==> src/rtl/cpu_controller.sv <==
// Multicycle Moore control FSM for the 16-bit datapath: owns the instruction
// register, sequences fetch/decode/execute and drives all datapath controls.
module cpu_controller #(
  parameter int unsigned WIDTH   = 16,
  parameter int unsigned REG_ADD = 4,
  parameter int unsigned IMM     = 8
) (
  input  logic               clk,
  input  logic               reset,
  input  logic [WIDTH-1:0]   mem_data,
  output logic               pcen,
  output logic               pc_s,
  output logic               mem_s,
  output logic               memwrite,
  output logic               regwrite,
  output logic [1:0]         wd_s,
  output logic [1:0]         alua_s,
  output logic               alub_s,
  output logic               signext_sign,
  output logic [2:0]         alucont,
  output logic [IMM-1:0]     imm,
  output logic [REG_ADD-1:0] rsrc_addr,
  output logic [REG_ADD-1:0] rdest_addr,
  output logic [REG_ADD-1:0] wa,
  output logic               illegal,
  output logic [3:0]         state
);

  localparam int unsigned OP_LSB   = 12;
  localparam int unsigned EXT_LSB  = 4;
  localparam int unsigned RDST_LSB = 8;

  localparam logic [2:0] ALU_ADD = 3'b000;
  localparam logic [2:0] ALU_SUB = 3'b001;
  localparam logic [2:0] ALU_AND = 3'b010;
  localparam logic [2:0] ALU_OR  = 3'b011;
  localparam logic [2:0] ALU_XOR = 3'b100;

  typedef enum logic [3:0] {
    S_FETCH   = 4'd0,
    S_LATCH   = 4'd1,
    S_DECODE  = 4'd2,
    S_ALU_WB  = 4'd3,
    S_LD_ADDR = 4'd4,
    S_LD_WB   = 4'd5,
    S_STORE   = 4'd6,
    S_JUMP    = 4'd7,
    S_ILLEGAL = 4'd8
  } state_t;

  typedef enum logic [2:0] {
    K_RALU, K_IALU, K_MOV, K_MOVI, K_LOAD, K_STOR, K_JUMP, K_ILL
  } kind_t;

  // Instruction class from op/ext fields.
  function automatic kind_t kind_of(input logic [WIDTH-1:0] ir);
    logic [3:0] op;
    logic [3:0] ext;
    kind_t      k;
    op  = ir[OP_LSB +: 4];
    ext = ir[EXT_LSB +: 4];
    k   = K_ILL;
    case (op)
      4'b0000: begin
        case (ext)
          4'b0101, 4'b1001, 4'b0001, 4'b0010, 4'b0011: k = K_RALU;
          4'b1101: k = K_MOV;
          default: k = K_ILL;
        endcase
      end
      4'b0101, 4'b1001, 4'b0001, 4'b0010, 4'b0011: k = K_IALU;
      4'b1101: k = K_MOVI;
      4'b0100: begin
        case (ext)
          4'b0000: k = K_LOAD;
          4'b0100: k = K_STOR;
          4'b1100: k = K_JUMP;
          default: k = K_ILL;
        endcase
      end
      default: k = K_ILL;
    endcase
    return k;
  endfunction

  // ALU operation from the 4-bit function code (ext for R-type, op for immediates).
  function automatic logic [2:0] alu_of(input logic [3:0] code);
    logic [2:0] a;
    case (code)
      4'b1001: a = ALU_SUB;
      4'b0001: a = ALU_AND;
      4'b0010: a = ALU_OR;
      4'b0011: a = ALU_XOR;
      default: a = ALU_ADD;
    endcase
    return a;
  endfunction

  state_t             state_q, state_n;
  logic [WIDTH-1:0]   instr_q, instr_n;
  kind_t              kind_n;

  logic       pcen_n, pc_s_n, mem_s_n, memwrite_n, regwrite_n;
  logic [1:0] wd_s_n, alua_s_n;
  logic       alub_s_n, signext_n, illegal_n;
  logic [2:0] alucont_n;

  // Next state and instruction register.
  always_comb begin
    state_n = S_FETCH;
    instr_n = instr_q;
    case (state_q)
      S_FETCH:   state_n = S_LATCH;
      S_LATCH: begin
        state_n = S_DECODE;
        instr_n = mem_data;
      end
      S_DECODE: begin
        case (kind_of(instr_q))
          K_RALU, K_IALU, K_MOV, K_MOVI: state_n = S_ALU_WB;
          K_LOAD:  state_n = S_LD_ADDR;
          K_STOR:  state_n = S_STORE;
          K_JUMP:  state_n = S_JUMP;
          default: state_n = S_ILLEGAL;
        endcase
      end
      S_LD_ADDR: state_n = S_LD_WB;
      default:   state_n = S_FETCH;
    endcase
  end

  // Moore decode of the upcoming state so every control output is a flop.
  always_comb begin
    pcen_n     = 1'b0;
    pc_s_n     = 1'b0;
    mem_s_n    = 1'b0;
    memwrite_n = 1'b0;
    regwrite_n = 1'b0;
    wd_s_n     = 2'b00;
    alua_s_n   = 2'b00;
    alub_s_n   = 1'b0;
    signext_n  = 1'b0;
    alucont_n  = ALU_ADD;
    illegal_n  = 1'b0;
    kind_n     = kind_of(instr_n);
    case (state_n)
      S_FETCH: mem_s_n = 1'b1;
      S_LATCH: begin
        alua_s_n  = 2'b01;
        alub_s_n  = 1'b1;
        alucont_n = ALU_ADD;
        pc_s_n    = 1'b1;
        pcen_n    = 1'b1;
      end
      S_ALU_WB: begin
        regwrite_n = 1'b1;
        case (kind_n)
          K_RALU: begin
            alua_s_n  = 2'b00;
            wd_s_n    = 2'b11;
            alucont_n = alu_of(instr_n[EXT_LSB +: 4]);
          end
          K_IALU: begin
            alua_s_n  = 2'b10;
            wd_s_n    = 2'b11;
            alucont_n = alu_of(instr_n[OP_LSB +: 4]);
            signext_n = (instr_n[OP_LSB +: 4] == 4'b0101) ||
                        (instr_n[OP_LSB +: 4] == 4'b1001);
          end
          K_MOV:   wd_s_n = 2'b01;
          default: wd_s_n = 2'b00;
        endcase
      end
      S_LD_WB: begin
        regwrite_n = 1'b1;
        wd_s_n     = 2'b10;
      end
      S_STORE:   memwrite_n = 1'b1;
      S_JUMP:    pcen_n     = 1'b1;
      S_ILLEGAL: illegal_n  = 1'b1;
      default: ;
    endcase
  end

  // State, instruction register and registered controls; reset drops enables at once.
  always_ff @(posedge clk or negedge reset) begin
    if (!reset) begin
      state_q      <= S_FETCH;
      instr_q      <= '0;
      pcen         <= 1'b0;
      pc_s         <= 1'b0;
      mem_s        <= 1'b1;
      memwrite     <= 1'b0;
      regwrite     <= 1'b0;
      wd_s         <= 2'b00;
      alua_s       <= 2'b00;
      alub_s       <= 1'b0;
      signext_sign <= 1'b0;
      alucont      <= ALU_ADD;
      illegal      <= 1'b0;
    end else begin
      state_q      <= state_n;
      instr_q      <= instr_n;
      pcen         <= pcen_n;
      pc_s         <= pc_s_n;
      mem_s        <= mem_s_n;
      memwrite     <= memwrite_n;
      regwrite     <= regwrite_n;
      wd_s         <= wd_s_n;
      alua_s       <= alua_s_n;
      alub_s       <= alub_s_n;
      signext_sign <= signext_n;
      alucont      <= alucont_n;
      illegal      <= illegal_n;
    end
  end

  assign state      = state_q;
  assign imm        = instr_q[IMM-1:0];
  assign rsrc_addr  = instr_q[REG_ADD-1:0];
  assign rdest_addr = instr_q[RDST_LSB +: REG_ADD];
  assign wa         = instr_q[RDST_LSB +: REG_ADD];

endmodule

==> config.mk <==
export PLATFORM = sky130hd
export DESIGN_NAME = cpu_controller
export DESIGN_NICKNAME = d
export VERILOG_FILES = /design/src/rtl/cpu_controller.sv
export SDC_FILE = /design/constraint.sdc
export NUM_CORES = 1
export LEC_CHECK = 0
export CAP_MARGIN = 15
export CORE_ASPECT_RATIO = 2
export CORE_MARGIN = 5
export CORE_UTILIZATION = 47
export CTS_CLUSTER_SIZE = 30
export DETAILED_ROUTE_END_ITERATION = 8
export PLACE_DENSITY_LB_ADDON = 0.25
export SYNTH_ARGS = -nofsm -noshare
export SYNTH_HDL_FRONTEND = slang
export SYNTH_SLANG_ARGS = --single-unit
==> constraint.sdc <==
create_clock -name clk -period 2.9 [get_ports clk]
set_input_delay 0.58 -clock clk [delete_from_list [all_inputs] [get_ports clk]]
set_output_delay 0.58 -clock clk [all_outputs]
set_load 0.005 [all_outputs]
==> impl_metrics.tcl, run 1 <==
set metrics [dict create \
    p_leak_nw 1.02 \
    syn_to_final_growth_pct 27.2 \
    via_per_inst 5.60 \
    worstSetupStartpointType "register" \
    ys_seq_elements 33 \
    worst-path-max-fanout 22 \
    grt_overflow 0 \
    hold-path-cell-count 1 \
    clockBufferDepth 2 \
    synth_top_area_cell "dfrtp_1" \
    rsz0062_at_grt "no" \
    num_vias 1585 \
    utilization_pct 60.9 \
    dr.pass1.iters 4 \
    fillerInstances 379 \
    period_needed_ps 2370 \
    arrival_ps 2530 \
    finalNetCount 248 \
    drc 0 \
    die_height_um 101 \
    grt_usage_pct 17.5 \
    n_antenna_cell 0 \
    avgRoutedWirePerCell_um 16.2 \
    hpwlAfterDp_mm 3.57 \
    cts_made_buffers 5 \
    synth-xor-area-share_pct 1.81 \
    synth_top_family_by_area "simple AND/OR/NAND/NOR gates" \
    min_period_over_period_pct 81.7 \
    relSlewSlack_pct 67.9 \
    yosysWarnings 0 \
    htree_levels 2 \
    syn_area_um2 1940 \
    fin_setup_tns_ps 0 \
    crit_type "register to register" \
    fin_skew_ps 4.73 \
    port_buffers 56 \
    peakVddDrop_mv 0.584 \
    synth_top_area_share_pct 41.3 \
    rr_worst_depth 7 \
    cts_tree "yes" \
    ctsHoldBuffers 0 \
    grt_pass1_vias 1625 \
    wl_mm 4.58 \
    maxCapViolCount 0 \
    power.density_nw_per_um2 1080 \
    fp.dieW_um 55.4 \
    min_to "instr_q[3]" \
    regToRegSetupSlack_ps 530 \
    ioPinCount 57 \
    synth_simple_gate_area_share_pct 18.7 \
    grt_first_pass_wirelength_mm 7.66 \
    slowest_delay_ps 610 \
    tightest_slew_ps 468 \
    path_cells "or4b_1 > buf_4 > mux2i_1 > inv_1 > a21oi_1 > o32a_1 > nor2_1" \
    initial_core_util_pct 47.9 \
    antenna_found_initial 0 \
    path_clk_slew_ps 60 \
    drv_slew 0 \
    syn_avg_cell_area_um2 9.78 \
    hold_violations 0 \
    cts_resized 0 \
    min_path_type "register to register" \
    outcome "completed" \
    synth_compound_area_share_pct 14.0 \
    clockRootBuffer "clkbuf_8" \
    syn-num-nets 216 \
    synth_cells 198 \
    cts_setup_buffers 0 \
    finalSetupViolCount 0 \
    synthMuxAreaShare_pct 10.4 \
    synth-adder-area-share_pct 0 \
    ys_seq_area_share_pct 42.7 \
    r2r_end "alucont[0]" \
    critPathSlowestCell "or4b_1" \
    setup.worst_path.end_class "register" \
    row_count 33 \
    drtIter0Drc 39 \
    synth.distinct_cells 44 \
    drive_above_1_share_pct 14.3 \
    gp_congestion 0.827 \
    ys_top_cells_by_area "dfrtp_1 (41%), buf_4 (8.5%), mux2_2 (7.6%)" \
    hold_ws_ps 537 \
    dieArea_um2 5580 \
    rr_startpoint "state[1]" \
    drtAntennaViolNets 0 \
    fmax_ghz 0.422 \
    clock_sinks 33 \
    worstHoldStart "instr_q[3]" \
    grt_max_degree 34 \
    crit_required_ps 3060 \
    core-area_um2 4050 \
    worstSkewPairLatency_ps 280 \
]
[state kept, by name, indices dropped and copies added (netlist names)]
name,flops
alua_s,2
alucont,3
illegal,1
instr_q,16
mem_s,1
memwrite,1
pcen,1
regwrite,1
signext_sign,1
state,4
wd_s,2
[area by class of cell]
class	count	area (um^2)	share of cell area [%]
Tap cell	52	65.1	2.64
Inverter	6	22.5	0.914
Sequential cell	33	827	33.6
Multi-Input combinational cell	124	877	35.6
Timing Repair Buffer	60	591	24.0
Clock inverter	1	5.00	0.203
Clock buffer	7	76.3	3.10
[synth_stat cells, drive strengths merged]
cell type,count
dfrtp,32
buf,24
mux2,14
nand2,14
clkbuf,11
nor3,11
a21oi,8
nor2,8
nor3b,7
inv,6
nor2b,5
mux2i,4
nand3,4
xor2,4
nand2b,3
nor4,3
o31a,3
o31ai,3
or2,3
a211o,2
a211oi,2
a21o,2
a221oi,2
a31o,2
a31oi,2
nor4b,2
o21ai,2
o221ai,2
or3,2
or4b,2
a2111o,1
and3,1
dfstp,1
nand4b,1
o211ai,1
o21a,1
o21bai,1
o32a,1
o32ai,1
[metrics by stage]
stage               total power [mW]  instance area [um^2]  instances  setup WS, ps
floorplan                       1.87                  1940        198           623
global placement                2.32                  2380        275           452
detailed placement              2.35                  2380        275           404
CTS                             2.69                  2460        283           507
global route                    2.85                  2460        283           437
finish                          2.66                  2460        283           531
[worst max-delay path by stage]
stage	from	to	cells after the start
after floorplan	state[1]	alucont[1]	6
after global placement	mem_data[15]	alucont[2]	6
after detailed placement	mem_data[15]	alucont[2]	6
after CTS	state[1]	alucont[0]	7
after global routing	state[1]	alucont[0]	7
final	state[1]	alucont[0]	7
[power by group]
group	switching (mW)	leakage, nW	internal, mW
clock network	0.162	0.0422	0.168
registers	0.227	0.413	0.639
logic	0.643	0.563	0.821
[kinds of logic (layout without fill, tap and decap cells)]
kind of cell              after synthesis  count (layout)
DFF                                    33              33
and+or+nand+nor                        66              66
AOI/OAI and AO/OA                      36              36
muxes                                  18              18
buffers and inverters                  41              74
xor gates and xnor gates                4               4
[placed cells by master (no fill, tap or decap), types with 2 or more instances in the layout]
| cell | count |
|---|---|
| a211o_1 | 2 |
| o221ai_1 | 2 |
| buf_4 | 4 |
| clkbuf_8 | 5 |
| nor3b_1 | 7 |
| a31oi_1 | 2 |
| nand2b_1 | 3 |
| nand3_1 | 4 |
| a221oi_1 | 2 |
| nor4_1 | 3 |
| nor2b_1 | 5 |
| inv_1 | 6 |
| a31o_2 | 2 |
| o21ai_0 | 2 |
| clkbuf_1 | 2 |
| a21oi_1 | 8 |
| xor2_1 | 4 |
| or2_2 | 3 |
| a21o_1 | 2 |
| clkdlybuf4s50_1 | 56 |
| dfrtp_1 | 32 |
| nor2_1 | 8 |
| a211oi_1 | 2 |
| o31ai_1 | 3 |
| nand2_1 | 14 |
| mux2i_1 | 4 |
| mux2_2 | 13 |
| o31a_1 | 3 |
| nor3_1 | 11 |
| or3_1 | 2 |
[layer usage]
metal	global-route usage, %	vias to the layer above	wire length, um
met5	0	-	0
met4	8.05	0	102
met3	4.36	10	209
met2	34.8	53	2630
met1	16.0	776	1640
li1	-	746	-
[critical path, delay by kind of cell (launching register included)]
| kind | cells | cell delay [ps] |
|---|---|---|
| buffers and inverters | 2 | 410 |
| AND/OR/NAND/NOR | 2 | 650 |
| AO/OA/AOI/OAI | 2 | 310 |
| flip-flops | 1 | 440 |
| multiplexers | 1 | 420 |
(Power assumes the default switching activity.)
==> inputs of run 2 (changes only) <==
clock period = 2.37 ns   (was 2.9 ns; I/O delays follow)
==> impl_metrics.tcl, run 2 (synthesis gave the netlist of run 1 again) <==
set metrics [dict create \
    outcome "completed" \
    n_antenna_cell 0 \
    drtAntennaViolNets 0 \
    ctsHoldBuffers 0 \
    core-area_um2 4050 \
    use_met2_pct 34.7 \
    initial_core_util_pct 47.9 \
    utilization_pct 62.9 \
    setup.worst_path.end_class "register" \
    drc 0 \
    avgRoutedWirePerCell_um 16.5 \
    largest_reg_flops 16 \
    grt_max_degree 34 \
    cts_made_buffers 5 \
    clockRootBuffer "clkbuf_8" \
    slowest_delay_ps 590 \
    arrival_ps 2480 \
    worst-path-max-fanout 6 \
    grt_usage_pct 18.2 \
    wl_mm 4.83 \
    min_period_over_period_pct 96.3 \
    min_path_type "register to register" \
    ioPinCount 57 \
    dp.cells 285 \
    relSlewSlack_pct 71.1 \
    crit_required_ps 2570 \
    power.density_nw_per_um2 1340 \
    via_per_inst 5.59 \
    fmax_ghz 0.438 \
    rsz0062_at_grt "no" \
    cts_resized 0 \
    crit_type "register to register" \
    cts_setup_buffers 0 \
    worstSkewPairLatency_ps 290 \
    dieArea_um2 5580 \
    tightest_slew_ps 433 \
    row_count 33 \
    fin_setup_tns_ps 0 \
    dr.pass1.iters 4 \
    antenna_found_initial 0 \
    die_height_um 101 \
    p_leak_nw 1.07 \
    drive_above_1_share_pct 18.7 \
    path_clk_slew_ps 70 \
    drtIter0Drc 32 \
    drv_slew 0 \
    port_buffers 56 \
    grt_first_pass_wirelength_mm 7.90 \
    finalNetCount 258 \
    layout_commonest_cell "clkdlybuf4s50_1" \
    grt_use_met1_pct 17.6 \
    num_vias 1638 \
    htree_levels 2 \
    instances_no_fill 293 \
    gp_congestion 0.855 \
    met3_usage_pct 4.49 \
    final_cell_mix "clkdlybuf4s50_1 (56), dfrtp_1 (32), nand2_1 (14), buf_4 (14), mux2_2 (13)" \
    period_needed_ps 2280 \
    worstSetupStartpointType "register" \
    grt_busiest_layer "met2" \
    syn_to_final_growth_pct 31.3 \
    critPathSlowestCell "or4b_1" \
    maxCapViolCount 0 \
    fin_skew_ps 5.56 \
    grt_overflow 0 \
    clock_sinks 33 \
    grt_pass1_vias 1652 \
    hpwlAfterDp_mm 3.73 \
    clockBufferDepth 2 \
    peakVddDrop_mv 0.841 \
    largest_register "instr_q" \
    hold_violations 0 \
    path_cells "or4b_1 > mux2_4 > o31a_1 > a2111o_1 > o32ai_2" \
    finalSetupViolCount 0 \
    cts_tree "yes" \
    fp.dieW_um 55.4 \
]
run 2: cell type report:
| type | count | area, um^2 |
|---|---|---|
| Fill cell | 361 | 1500 |
| Multi-Input combinational cell | 124 | 877 |
| Inverter | 6 | 22.5 |
| Clock buffer | 5 | 68.8 |
| Sequential cell | 33 | 827 |
| Tap cell | 52 | 65.1 |
| Clock inverter | 3 | 17.5 |
| Timing Repair Buffer | 70 | 666 |
run 2: final timing paths:
| check | from | to | slack (ps) | cells after the start |
|---|---|---|---|---|
| max in group asynchronous | reset | mem_s | 1440 | 2 |
| max reg2reg | state[1] | alucont[1] | 90 | 5 |
| min in group asynchronous | reset | instr_q[1] | 590 | 2 |
| min reg2reg | instr_q[11] | instr_q[11] | 540 | 1 |
| min | instr_q[11] | instr_q[11] | 540 | 1 |
| max | state[1] | alucont[1] | 90 | 5 |
run 2: through the flow:
step	setup slack [ps]	total power, mW	instance area [um^2]	hold slack, ps
finish	87.3	3.40	2540	535
global route	45.2	3.64	2540	557
CTS	94.2	3.43	2540	543
detailed placement	5.35	3.00	2460	526
global placement	47.9	2.96	2460	508
floorplan	93.1	2.29	1940	178
run 2: worst max-delay path: cells and delay by family, from the launching register on:
| family | cells | cell delay, ps |
|---|---|---|
| DFF | 1 | 380 |
| and+or+nand+nor | 1 | 590 |
| AOI/OAI and AO/OA | 3 | 850 |
| muxes | 1 | 370 |
run 2: where the power goes:
| part | internal, mW | switching, mW | total [mW] |
|---|---|---|---|
| combinational | 1.09 | 0.881 | 1.98 |
| sequential | 0.782 | 0.217 | 0.999 |
| clock | 0.203 | 0.218 | 0.421 |
run 2: metal layers:
layer  share of wire (%)  routed length [um]
met5                   0                   0
met4                 2.9                 139
met3                 5.2                 249
met2                  57                2730
met1                  35                1710
